**config.mk**
```make
export PLATFORM = sky130hd
export DESIGN_NAME = prog_loader_flat
export DESIGN_NICKNAME = d
export VERILOG_FILES = /design/src/rtl/prog_loader_pkg.sv /design/src/rtl/prog_loader_if.sv /design/src/rtl/byte_packer.sv /design/src/rtl/prog_loader.sv /design/src/flat_wrapper.sv
export SDC_FILE = /design/constraint.sdc
export NUM_CORES = 1
export LEC_CHECK = 0
export BUFFER_PORTS_ARGS = -buffer_cell sky130_fd_sc_hd__buf_4
export CORE_ASPECT_RATIO = 0.5
export CORE_UTILIZATION = 39
export DETAILED_ROUTE_END_ITERATION = 16
export PLACE_DENSITY_LB_ADDON = 0.12
export SETUP_SLACK_MARGIN = 0.4
export SYNTH_ARGS = -nofsm -noshare
export SYNTH_HDL_FRONTEND = slang
export SYNTH_SLANG_ARGS = --single-unit
```
**constraint.sdc**
```tcl
create_clock -name clk -period 5 [get_ports clk]
set_clock_uncertainty 0.1 [all_clocks]
set_input_delay 0.5 -clock clk [delete_from_list [all_inputs] [get_ports clk]]
set_output_delay 0.5 -clock clk [all_outputs]
set_load 0.01 [all_outputs]
```
**src/rtl/prog_loader_pkg.sv**
```systemverilog
// rtl/prog_loader_pkg.sv - shared state encoding and framing constants for the program loader
package prog_loader_pkg;

  // Loader states; encodings are fixed so debug taps read the same in every build
  typedef enum logic [2:0] {
    ST_LEN0  = 3'd0,
    ST_LEN1  = 3'd1,
    ST_DATA  = 3'd2,
    ST_CHECK = 3'd3,
    ST_DONE  = 3'd4,
    ST_ERROR = 3'd5
  } state_e;

  // Length header is two bytes, little-endian
  localparam int HDR_BYTES      = 2;
  // Image words are 32 bits, sent least-significant byte first
  localparam int BYTES_PER_WORD = 4;

endpackage

```
**src/rtl/prog_loader_if.sv**
```systemverilog
// rtl/prog_loader_if.sv - byte-stream input and memory write bus of the program loader
interface prog_loader_if #(
  parameter int ADDR_W = 10
);
  logic              in_valid;
  logic [7:0]        in_data;
  logic              in_ready;
  logic              mem_we;
  logic [ADDR_W-1:0] mem_addr;
  logic [31:0]       mem_wdata;

  // Environment side: byte source and memory sink
  modport master (
    output in_valid, in_data,
    input  in_ready, mem_we, mem_addr, mem_wdata
  );

  // Loader side
  modport slave (
    input  in_valid, in_data,
    output in_ready, mem_we, mem_addr, mem_wdata
  );
endinterface

```
**src/rtl/byte_packer.sv**
```systemverilog
// rtl/byte_packer.sv - assembles little-endian 32-bit words from accepted bytes
module byte_packer
  import prog_loader_pkg::*;
(
  input  logic        clk,
  input  logic        reset,
  input  logic        byte_valid_i,
  input  logic [7:0]  byte_data_i,
  output logic        word_valid_o,
  output logic [31:0] word_o
);

  localparam int CNT_W = $clog2(BYTES_PER_WORD);
  localparam int LOW_W = 8 * (BYTES_PER_WORD - 1);
  localparam logic [CNT_W-1:0] LAST_BYTE = CNT_W'(BYTES_PER_WORD - 1);

  logic [CNT_W-1:0] byte_cnt_q, byte_cnt_d;
  logic [LOW_W-1:0] low_q, low_d;

  // Place each accepted byte into its lane; the top lane is taken straight from the input
  always_comb begin
    byte_cnt_d = byte_cnt_q;
    low_d      = low_q;
    if (byte_valid_i) begin
      byte_cnt_d = byte_cnt_q + CNT_W'(1);
      for (int i = 0; i < BYTES_PER_WORD - 1; i++) begin
        if (byte_cnt_q == CNT_W'(i)) low_d[8*i +: 8] = byte_data_i;
      end
    end
  end

  // Byte counter and partial-word storage; reset drops any partial word
  always_ff @(posedge clk) begin
    if (reset) begin
      byte_cnt_q <= '0;
      low_q      <= '0;
    end else begin
      byte_cnt_q <= byte_cnt_d;
      low_q      <= low_d;
    end
  end

  assign word_valid_o = byte_valid_i && (byte_cnt_q == LAST_BYTE);
  assign word_o       = {byte_data_i, low_q};

endmodule

```
**src/rtl/prog_loader.sv**
```systemverilog
// rtl/prog_loader.sv - boot loader: byte stream to word memory, holds CPU in reset (option PROG_LOADER_CHECKSUM_EN)
module prog_loader
  import prog_loader_pkg::*;
#(
  parameter int MEM_WORDS = 1024,
  parameter int ADDR_W    = 10,
  parameter int LEN_W     = 16
) (
  input  logic         clk,
  input  logic         reset,
  prog_loader_if.slave bus,
  output logic         cpu_reset,
  output logic         done,
  output logic         err
);

  state_e            state_q, state_d;
  logic              in_ready;
  logic              xfer;
  logic              data_xfer;
  logic              word_valid;
  logic [31:0]       word;
  logic [LEN_W-1:0]  len_q;
  logic [LEN_W-1:0]  len_full;
  logic [ADDR_W:0]   word_cnt_q;
  logic              last_word;
  logic              mem_we_q;
  logic [ADDR_W-1:0] mem_addr_q;
  logic [31:0]       mem_wdata_q;
  logic              done_q;
  logic              err_q;
  logic              cpu_reset_q;
`ifdef PROG_LOADER_CHECKSUM_EN
  logic [7:0]        csum_q;
`endif

  assign xfer      = bus.in_valid && in_ready;
  assign data_xfer = xfer && (state_q == ST_DATA);
  // Full length as it will be once the high header byte is latched
  assign len_full  = {bus.in_data, len_q[7:0]};
  // word_cnt carries one extra bit so a full-depth image never wraps
  assign last_word = (LEN_W'(word_cnt_q) + LEN_W'(1)) == len_q;

  byte_packer u_packer (
    .clk          (clk),
    .reset        (reset),
    .byte_valid_i (data_xfer),
    .byte_data_i  (bus.in_data),
    .word_valid_o (word_valid),
    .word_o       (word)
  );

  // State register
  always_ff @(posedge clk) begin
    if (reset) state_q <= ST_LEN0;
    else       state_q <= state_d;
  end

  // Next-state: header parse, length check, word counting, optional checksum
  always_comb begin
    state_d = state_q;
    case (state_q)
      ST_LEN0: if (xfer) state_d = ST_LEN1;
      ST_LEN1: begin
        if (xfer) begin
          if (len_full == '0) begin
`ifdef PROG_LOADER_CHECKSUM_EN
            state_d = ST_CHECK;
`else
            state_d = ST_DONE;
`endif
          end else if (len_full > LEN_W'(MEM_WORDS)) begin
            state_d = ST_ERROR;
          end else begin
            state_d = ST_DATA;
          end
        end
      end
      ST_DATA: begin
        if (word_valid && last_word) begin
`ifdef PROG_LOADER_CHECKSUM_EN
          state_d = ST_CHECK;
`else
          state_d = ST_DONE;
`endif
        end
      end
      ST_CHECK: begin
`ifdef PROG_LOADER_CHECKSUM_EN
        if (xfer) state_d = (bus.in_data == csum_q) ? ST_DONE : ST_ERROR;
`else
        state_d = ST_ERROR;
`endif
      end
      ST_DONE:  state_d = ST_DONE;
      ST_ERROR: state_d = ST_ERROR;
      default:  state_d = ST_ERROR;
    endcase
  end

  // Outputs decoded from state: ready only while bytes are still expected
  always_comb begin
    in_ready = 1'b0;
    case (state_q)
      ST_LEN0, ST_LEN1, ST_DATA: in_ready = 1'b1;
`ifdef PROG_LOADER_CHECKSUM_EN
      ST_CHECK:                  in_ready = 1'b1;
`endif
      default:                   in_ready = 1'b0;
    endcase
    if (reset) in_ready = 1'b0;
  end

  // Length header capture
  always_ff @(posedge clk) begin
    if (reset) begin
      len_q <= '0;
    end else if (xfer && state_q == ST_LEN0) begin
      len_q[7:0] <= bus.in_data;
    end else if (xfer && state_q == ST_LEN1) begin
      len_q <= len_full;
    end
  end

  // Memory write port: one registered strobe per completed word, addresses from 0
  always_ff @(posedge clk) begin
    if (reset) begin
      word_cnt_q  <= '0;
      mem_we_q    <= 1'b0;
      mem_addr_q  <= '0;
      mem_wdata_q <= '0;
    end else begin
      mem_we_q <= word_valid;
      if (word_valid) begin
        mem_addr_q  <= word_cnt_q[ADDR_W-1:0];
        mem_wdata_q <= word;
        word_cnt_q  <= word_cnt_q + 1'b1;
      end
    end
  end

  // Sticky status, registered one cycle behind the terminal state
  always_ff @(posedge clk) begin
    if (reset) begin
      done_q      <= 1'b0;
      err_q       <= 1'b0;
      cpu_reset_q <= 1'b1;
    end else begin
      done_q      <= (state_q == ST_DONE);
      err_q       <= (state_q == ST_ERROR);
      cpu_reset_q <= (state_q != ST_DONE);
    end
  end

`ifdef PROG_LOADER_CHECKSUM_EN
  // Running XOR over data bytes only; the header is excluded
  always_ff @(posedge clk) begin
    if (reset)          csum_q <= 8'h00;
    else if (data_xfer) csum_q <= csum_q ^ bus.in_data;
  end
`endif

  assign bus.in_ready  = in_ready;
  assign bus.mem_we    = mem_we_q;
  assign bus.mem_addr  = mem_addr_q;
  assign bus.mem_wdata = mem_wdata_q;
  assign cpu_reset     = cpu_reset_q;
  assign done          = done_q;
  assign err           = err_q;

endmodule

```
**src/flat_wrapper.sv**
```systemverilog
// flat-port wrapper written by rule: the top's interface ports become plain ports
module prog_loader_flat import prog_loader_pkg::*;
#(
  parameter int MEM_WORDS = 1024,
  parameter int ADDR_W    = 10,
  parameter int LEN_W     = 16
)
  (clk, reset, cpu_reset, done, err, bus_in_valid, bus_in_data, bus_in_ready, bus_mem_we, bus_mem_addr, bus_mem_wdata);
  prog_loader_if #(.ADDR_W(ADDR_W)) bus_i ();
  input  logic clk;
  input  logic reset;
  output logic cpu_reset;
  output logic done;
  output logic err;
  input wire logic [$bits(bus_i.in_valid)-1:0] bus_in_valid;
  input wire logic [$bits(bus_i.in_data)-1:0] bus_in_data;
  output wire logic [$bits(bus_i.in_ready)-1:0] bus_in_ready;
  output wire logic [$bits(bus_i.mem_we)-1:0] bus_mem_we;
  output wire logic [$bits(bus_i.mem_addr)-1:0] bus_mem_addr;
  output wire logic [$bits(bus_i.mem_wdata)-1:0] bus_mem_wdata;
  assign bus_i.in_valid = bus_in_valid;
  assign bus_i.in_data = bus_in_data;
  assign bus_in_ready = bus_i.in_ready;
  assign bus_mem_we = bus_i.mem_we;
  assign bus_mem_addr = bus_i.mem_addr;
  assign bus_mem_wdata = bus_i.mem_wdata;
  prog_loader #(.MEM_WORDS(MEM_WORDS), .ADDR_W(ADDR_W), .LEN_W(LEN_W)) u_core (.clk(clk), .reset(reset), .bus(bus_i), .cpu_reset(cpu_reset), .done(done), .err(err));
endmodule
```
After elaboration in Yosys (flattened, before gate mapping) --
Index checks and enable logic that the tools add are counted.
Word-level totals: bits of input ports 11, latch bits 0, memories kept 0, word-level logic and storage cells 55, memory bits (writable) 0, flip-flop bits (word level) 102, bits in read-only memories 0, output and inout port bits 47
Operators by class: div/mod/pow operators 0, shifts and indexed selects 0, muxes and demuxes 9, reductions and logical operators 15, $add $sub $neg 3, multipliers 0, bitwise operators 1, equal/unequal tests 12, magnitude comparators 1
Operators with widths (number):
- 16-bit equality test | 1
- 16-bit by 11-bit > comparator with 1-bit output, second input constant | 1
- 16-bit zero test | 1
- 3-bit 2-to-1 mux | 5
- 11-bit by 1-bit adder with 12-bit output, second input constant | 1
- 3-bit case mux with 4 select lines | 1
- 11-bit by 1-bit adder with 11-bit output, second input constant | 1
- 8-bit 2-to-1 mux | 1
- 2-bit AND reduction | 4
- 3-bit equality test, second input constant | 2
- 1-bit logical AND | 6
- 2-bit equality test, second input constant | 2
- 2-bit by 1-bit != test with 1-bit output, second input constant | 2
- 3-bit by 1-bit equality test with 1-bit output, second input constant | 1
- 3-bit by 2-bit equality test with 1-bit output, second input constant | 1
- 3-bit zero test | 1
- 3-bit != test, second input constant | 1
- 3-bit AND reduction | 1
- 3-bit OR reduction | 1
- 2-bit by 1-bit adder with 2-bit output, second input constant | 1
- 2-bit by 1-bit equality test with 1-bit output, second input constant | 1
- 2-bit zero test | 1
- 1-bit 2-to-1 mux | 2
- 2-bit != test, second input constant | 1
- 1-bit NOT | 1

Logic depth before layout (Yosys ltp) --
depth in word-level cells 10, mapped depth 8, depth with buffers taken out 7

Modules after synthesis --
From an unflattened synthesis, not the netlist that was laid out.
Second synthesis, totals: cell total of the unflattened synthesis 443, area total of the unflattened synthesis 4325.4 µm²
By module, submodules not included:
- prog_loader | cells an instance 334, times used 1, area each 3156.8 µm²
- byte_packer | cells an instance 109, times used 1, area each 1168.6 µm²

Least setup slack after synthesis --
Ideal clock, no wire load.
path type input port to flip-flop, start point input bus_in_data[0], end point register u_core.state_q[2], slack 3007 ps, required time 4770 ps, library setup time 130 ps, buffers on the path 0, arrival 1763 ps, stages 6, cells stage by stage or4_4 o31ai_1 nand3b_1 a311oi_1 or2_1 a31oi_1
Between the ends: cells in the longest elaborated chain, start to end 5
RTL lines:
- start, declared | RTL line flat_wrapper.sv:16 | input wire logic [$bits(bus_i.in_data)-1:0] bus_in_data;
- 16-bit by 11-bit > comparator with 1-bit output | RTL line prog_loader.sv:72 | end else if (len_full > LEN_W'(MEM_WORDS)) begin
- 3-bit 2-to-1 mux | RTL line prog_loader.sv:72
- 3-bit 2-to-1 mux * | RTL line prog_loader.sv:66 | if (len_full == '0) begin
- 3-bit 2-to-1 mux * | RTL line prog_loader.sv:65 | if (xfer) begin
- 3-bit case mux with 4 select lines * | RTL line prog_loader.sv:62 | case (state_q)
- end signal, assigned | RTL line prog_loader.sv:56 | else state_q <= state_d;
- end, declared | RTL line prog_loader.sv:17 | state_e state_q, state_d;
Mark *: on every way between the ends. The rest lies on a longest branch, timed or not. The select of a mux whose other input is x is not followed. A chain may end at the register's enable or synchronous reset.

Worst setup path after layout --
start point input reset, end point register u_core.mem_wdata_q[12], in the netlist u_core.bus.mem_wdata[12]
Between the ends: cells in the longest elaborated chain, start to end 4
RTL lines:
- start, declared | RTL line flat_wrapper.sv:11 | input logic reset;
- 1-bit 2-to-1 mux | RTL line prog_loader.sv:111 | if (reset) in_ready = 1'b0;
- 1-bit logical AND | RTL line prog_loader.sv:37 | assign xfer = bus.in_valid && in_ready;
- 1-bit logical AND | RTL line prog_loader.sv:38 | assign data_xfer = xfer && (state_q == ST_DATA);
- 1-bit logical AND | RTL line byte_packer.sv:43 | assign word_valid_o = byte_valid_i && (byte_cnt_q == LAST_BYTE);
- end signal, assigned | RTL line prog_loader.sv:136 | mem_wdata_q <= word;
- end, declared | RTL line prog_loader.sv:29 | logic [31:0] mem_wdata_q;
Several ways; a longest one is shown, not always the timed one.

==> results.tsv <==
stage	metric	value	unit
clock_network	hold buffer count at cts	0	
placement	placed wire-length estimate	5920	um
clock_network	clock root buffer	clkbuf_16	
cells_and_area	layout cells sized above 1	15.5	%
sta	RSZ-0062 raised after global routing	no	
sta	Fin Setup TNS	0	ps
routing	met2 WL	4270	um
clock_network	Post-CTS Setup Repair Bufs	0	
sta	final hold vios	0	
yosys	asr flop ratio synth	0	%
yosys	sequential area share after synthesis	48.9	%
cells_and_area	fillers	1040	
grt	total gr overflow	0	
clock_network	Num CTS Buffers	9	
clock_network	htree depth	3	
power	Int Power	0.00119	W
cells_and_area	most frequent cells in the layout	nand2_1, dfxtp_1, buf_4, a21oi_1, nor2_1	
clock_network	Worst-Skew Late Latency	350	ps
flow_run	max_cap viols	0	
cells_and_area	Layout area overhead	17.9	%
floorplan	num ports	58	
worst_hold_path	Hold Path Class	flip-flop to flip-flop	
worst_setup_path	crit path max fanout	100	
outcome	status	complete, no violations	
cells_and_area	Final Cell Area	4930	sq um
cells_and_area	nets@finish	540	
placement	Port Buffers	57	
routing	DR pass1 iterations	6	
floorplan	Initial Utilization	40.5	%
floorplan	die width	148	um
sta	f_max	391	MHz
worst_setup_path	Crit. End Element	flip-flop	
yosys	Post-Syn Instances	486	
floorplan	full die area	11200	sq um
grt	initial antenna violation count	0	
placement	gpl congestion	0.749	
placement	Post-DP Area	4650	sq um
routing	initial DRC count	168	
worst_setup_path	critical path class	input port to flip-flop	
power	Pleak	2.04	nW
clock_network	clock sinks	102	
yosys	synth warn	0	
power	clock share of power	43.0	%
routing	DR vias/cell	4.94	
sta	Worst slew margin	30.3	%
routing	Vias	3304	
clock_network	CTS tree	built	
routing	Max Used Layer	met4	
routing	DRC	0	
power	Comb pwr share	4.2	%
worst_setup_path	Worst Path Arrival	2730	ps
routing	WL met1	4850	um
clock_network	# resized after CTS	0	
routing	WL final	9570	um
yosys	Mapped Area	4180	sq um
power	P_sw	0.000378	W
routing	met3 wire len	321	um
grt	pin count of the biggest net entering global routing	101	
grt	vias in the first global route	3002	
routing	post-route ant nets	0	
routing	wire per inst	14.3	um
yosys	EDFF count, synth	0	
placement	Inst Count DP	653	
floorplan	row cnt	26	
worst_setup_path	CP Data Required Time	5170	ps
floorplan	core area	10300	sq um
grt	GR Util All Layers	18.4	%
sta	min cycle time layout	2560	ps
clock_network	Max Buffers Root-to-Sink	2	
grt	first-pass GRT wire length	15500	um
worst_setup_path	Startpoint Class	input port	
cells_and_area	Final Core Density	47.8	%
cells_and_area	most common cell after layout, fill and taps aside	nand2_1	
power	Pwr Density	318	nW/um^2
power	maximum vdd drop	0.131	mV
power	Pwr Total	0.00157	W
clock_network	Clk pin slew, worst setup/hold paths	70	ps
sta	final worst path period share	51.1	%
power	Sw Ratio	24.1	%
cells_and_area	Diodes inserted	0	
yosys	Post-Syn Nets	502	
sta	fin. max-slew vios	0	
yosys	mean post-synth cell area	8.60	sq um
power	Reg power frac	52.8	%
sta	Slew @ Worst Pin	1050	ps
floorplan	Die H	75.2	um
yosys	Distinct cells, synth	48	
sta	setup violators final	0	
cells_and_area	Finished Layout Cells	669	
yosys	Main synth FF type	dfxtp_1	
yosys	Yosys reg bits	102	
-- cell usage after synthesis (5+ instances only) --
cell type / number / area [sq um]
xor2_1: 11 / 96.3
buf_2: 9 / 45.0
a21oi_1: 58 / 290
inv_1: 5 / 18.8
xnor2_1: 12 / 105
clkbuf_1: 20 / 75.1
dfxtp_1: 102 / 2040
nand2_1: 105 / 394
nand3_1: 18 / 90.1
nor2_1: 54 / 203
ha_1: 5 / 62.6
mux2i_1: 32 / 320
-- area by class of cell --
cell class,instances,area [sq um],share of cell area (%)
clock buffers,10,229,4.65
inverters,5,18.8,0.381
multi-input cells,347,1970,39.9
flip-flops and latches,102,2040,41.5
clock inverters,6,51.3,1.04
repair buffers,59,443,8.99
well taps,140,175,3.56
-- worst paths after layout --
| kind | start | endpoint | slack (ps) | cells after the start |
|---|---|---|---|---|
| min | u_core.bus.mem_addr[6] | u_core.bus.mem_addr[6] | 360 | 2 |
| min reg2reg | u_core.bus.mem_addr[6] | u_core.bus.mem_addr[6] | 360 | 2 |
| max | reset | u_core.bus.mem_wdata[12] | 2440 | 7 |
| max reg2reg | u_core.state_q[2] | u_core.bus.mem_wdata[12] | 2660 | 6 |
-- worst max-delay path: stages --
cell	delay, ps
buf_4	420
nor4b_4	390
nand3_2	110
inv_1	650
buf_4	390
nand2_1	90
a21oi_1	140
-- routing by layer --
layer | global-route usage [%] | up-vias
li1 | - | 1699
met1 | 24.6 | 1548
met2 | 29.2 | 44
met3 | 4.79 | 13
met4 | 6.07 | 0
met5 | 0 | -
-- sequential cells by signal, indices dropped and copies added, names as in the netlist --
register / flops
u_core.bus.mem_wdata: 32
u_core.len_q: 16
u_core.word_cnt_q: 11
u_core.state_q: 3
u_core.err: 1
u_core.cpu_reset: 1
u_core.bus.mem_addr: 10
u_core.done: 1
u_core.u_packer.low_q: 24
u_core.u_packer.byte_cnt_q: 2
u_core.bus.mem_we: 1
-- power by group through the flow --
stage | registers, W | logic, W | clock network [W]
4_1_cts | 0.000826 | 0.0000668 | 0.000696
3_5_place_dp | 0.000846 | 0.0000665 | 0
5_1_grt | 0.000828 | 0.0000724 | 0.000729
3_3_place_gp | 0.000845 | 0.0000664 | 0
6_report | 0.000827 | 0.0000662 | 0.000674
2_1_floorplan | 0.000843 | 0.0000437 | 0
-- cell families after synthesis --
logic type | Yosys count | synth area share (%)
AND/OR/NAND/NOR | 214 | 23.4
flip-flops | 102 | 48.9
AO/OA/AOI/OAI | 72 | 9.46
buffers and inverters | 37 | 4.04
multiplexers | 33 | 7.94
XOR/XNOR | 23 | 4.82
adder cells (fa/ha/maj) | 5 | 1.50
-- metrics by stage --
step	hold WS (ps)	worst slack (ps)
floorplan	332	3010
global placement	340	2100
detailed placement	348	2060
CTS	345	2450
global route	362	2180
finish	355	2440
Note: power is estimated with default switching activity, not from simulation.
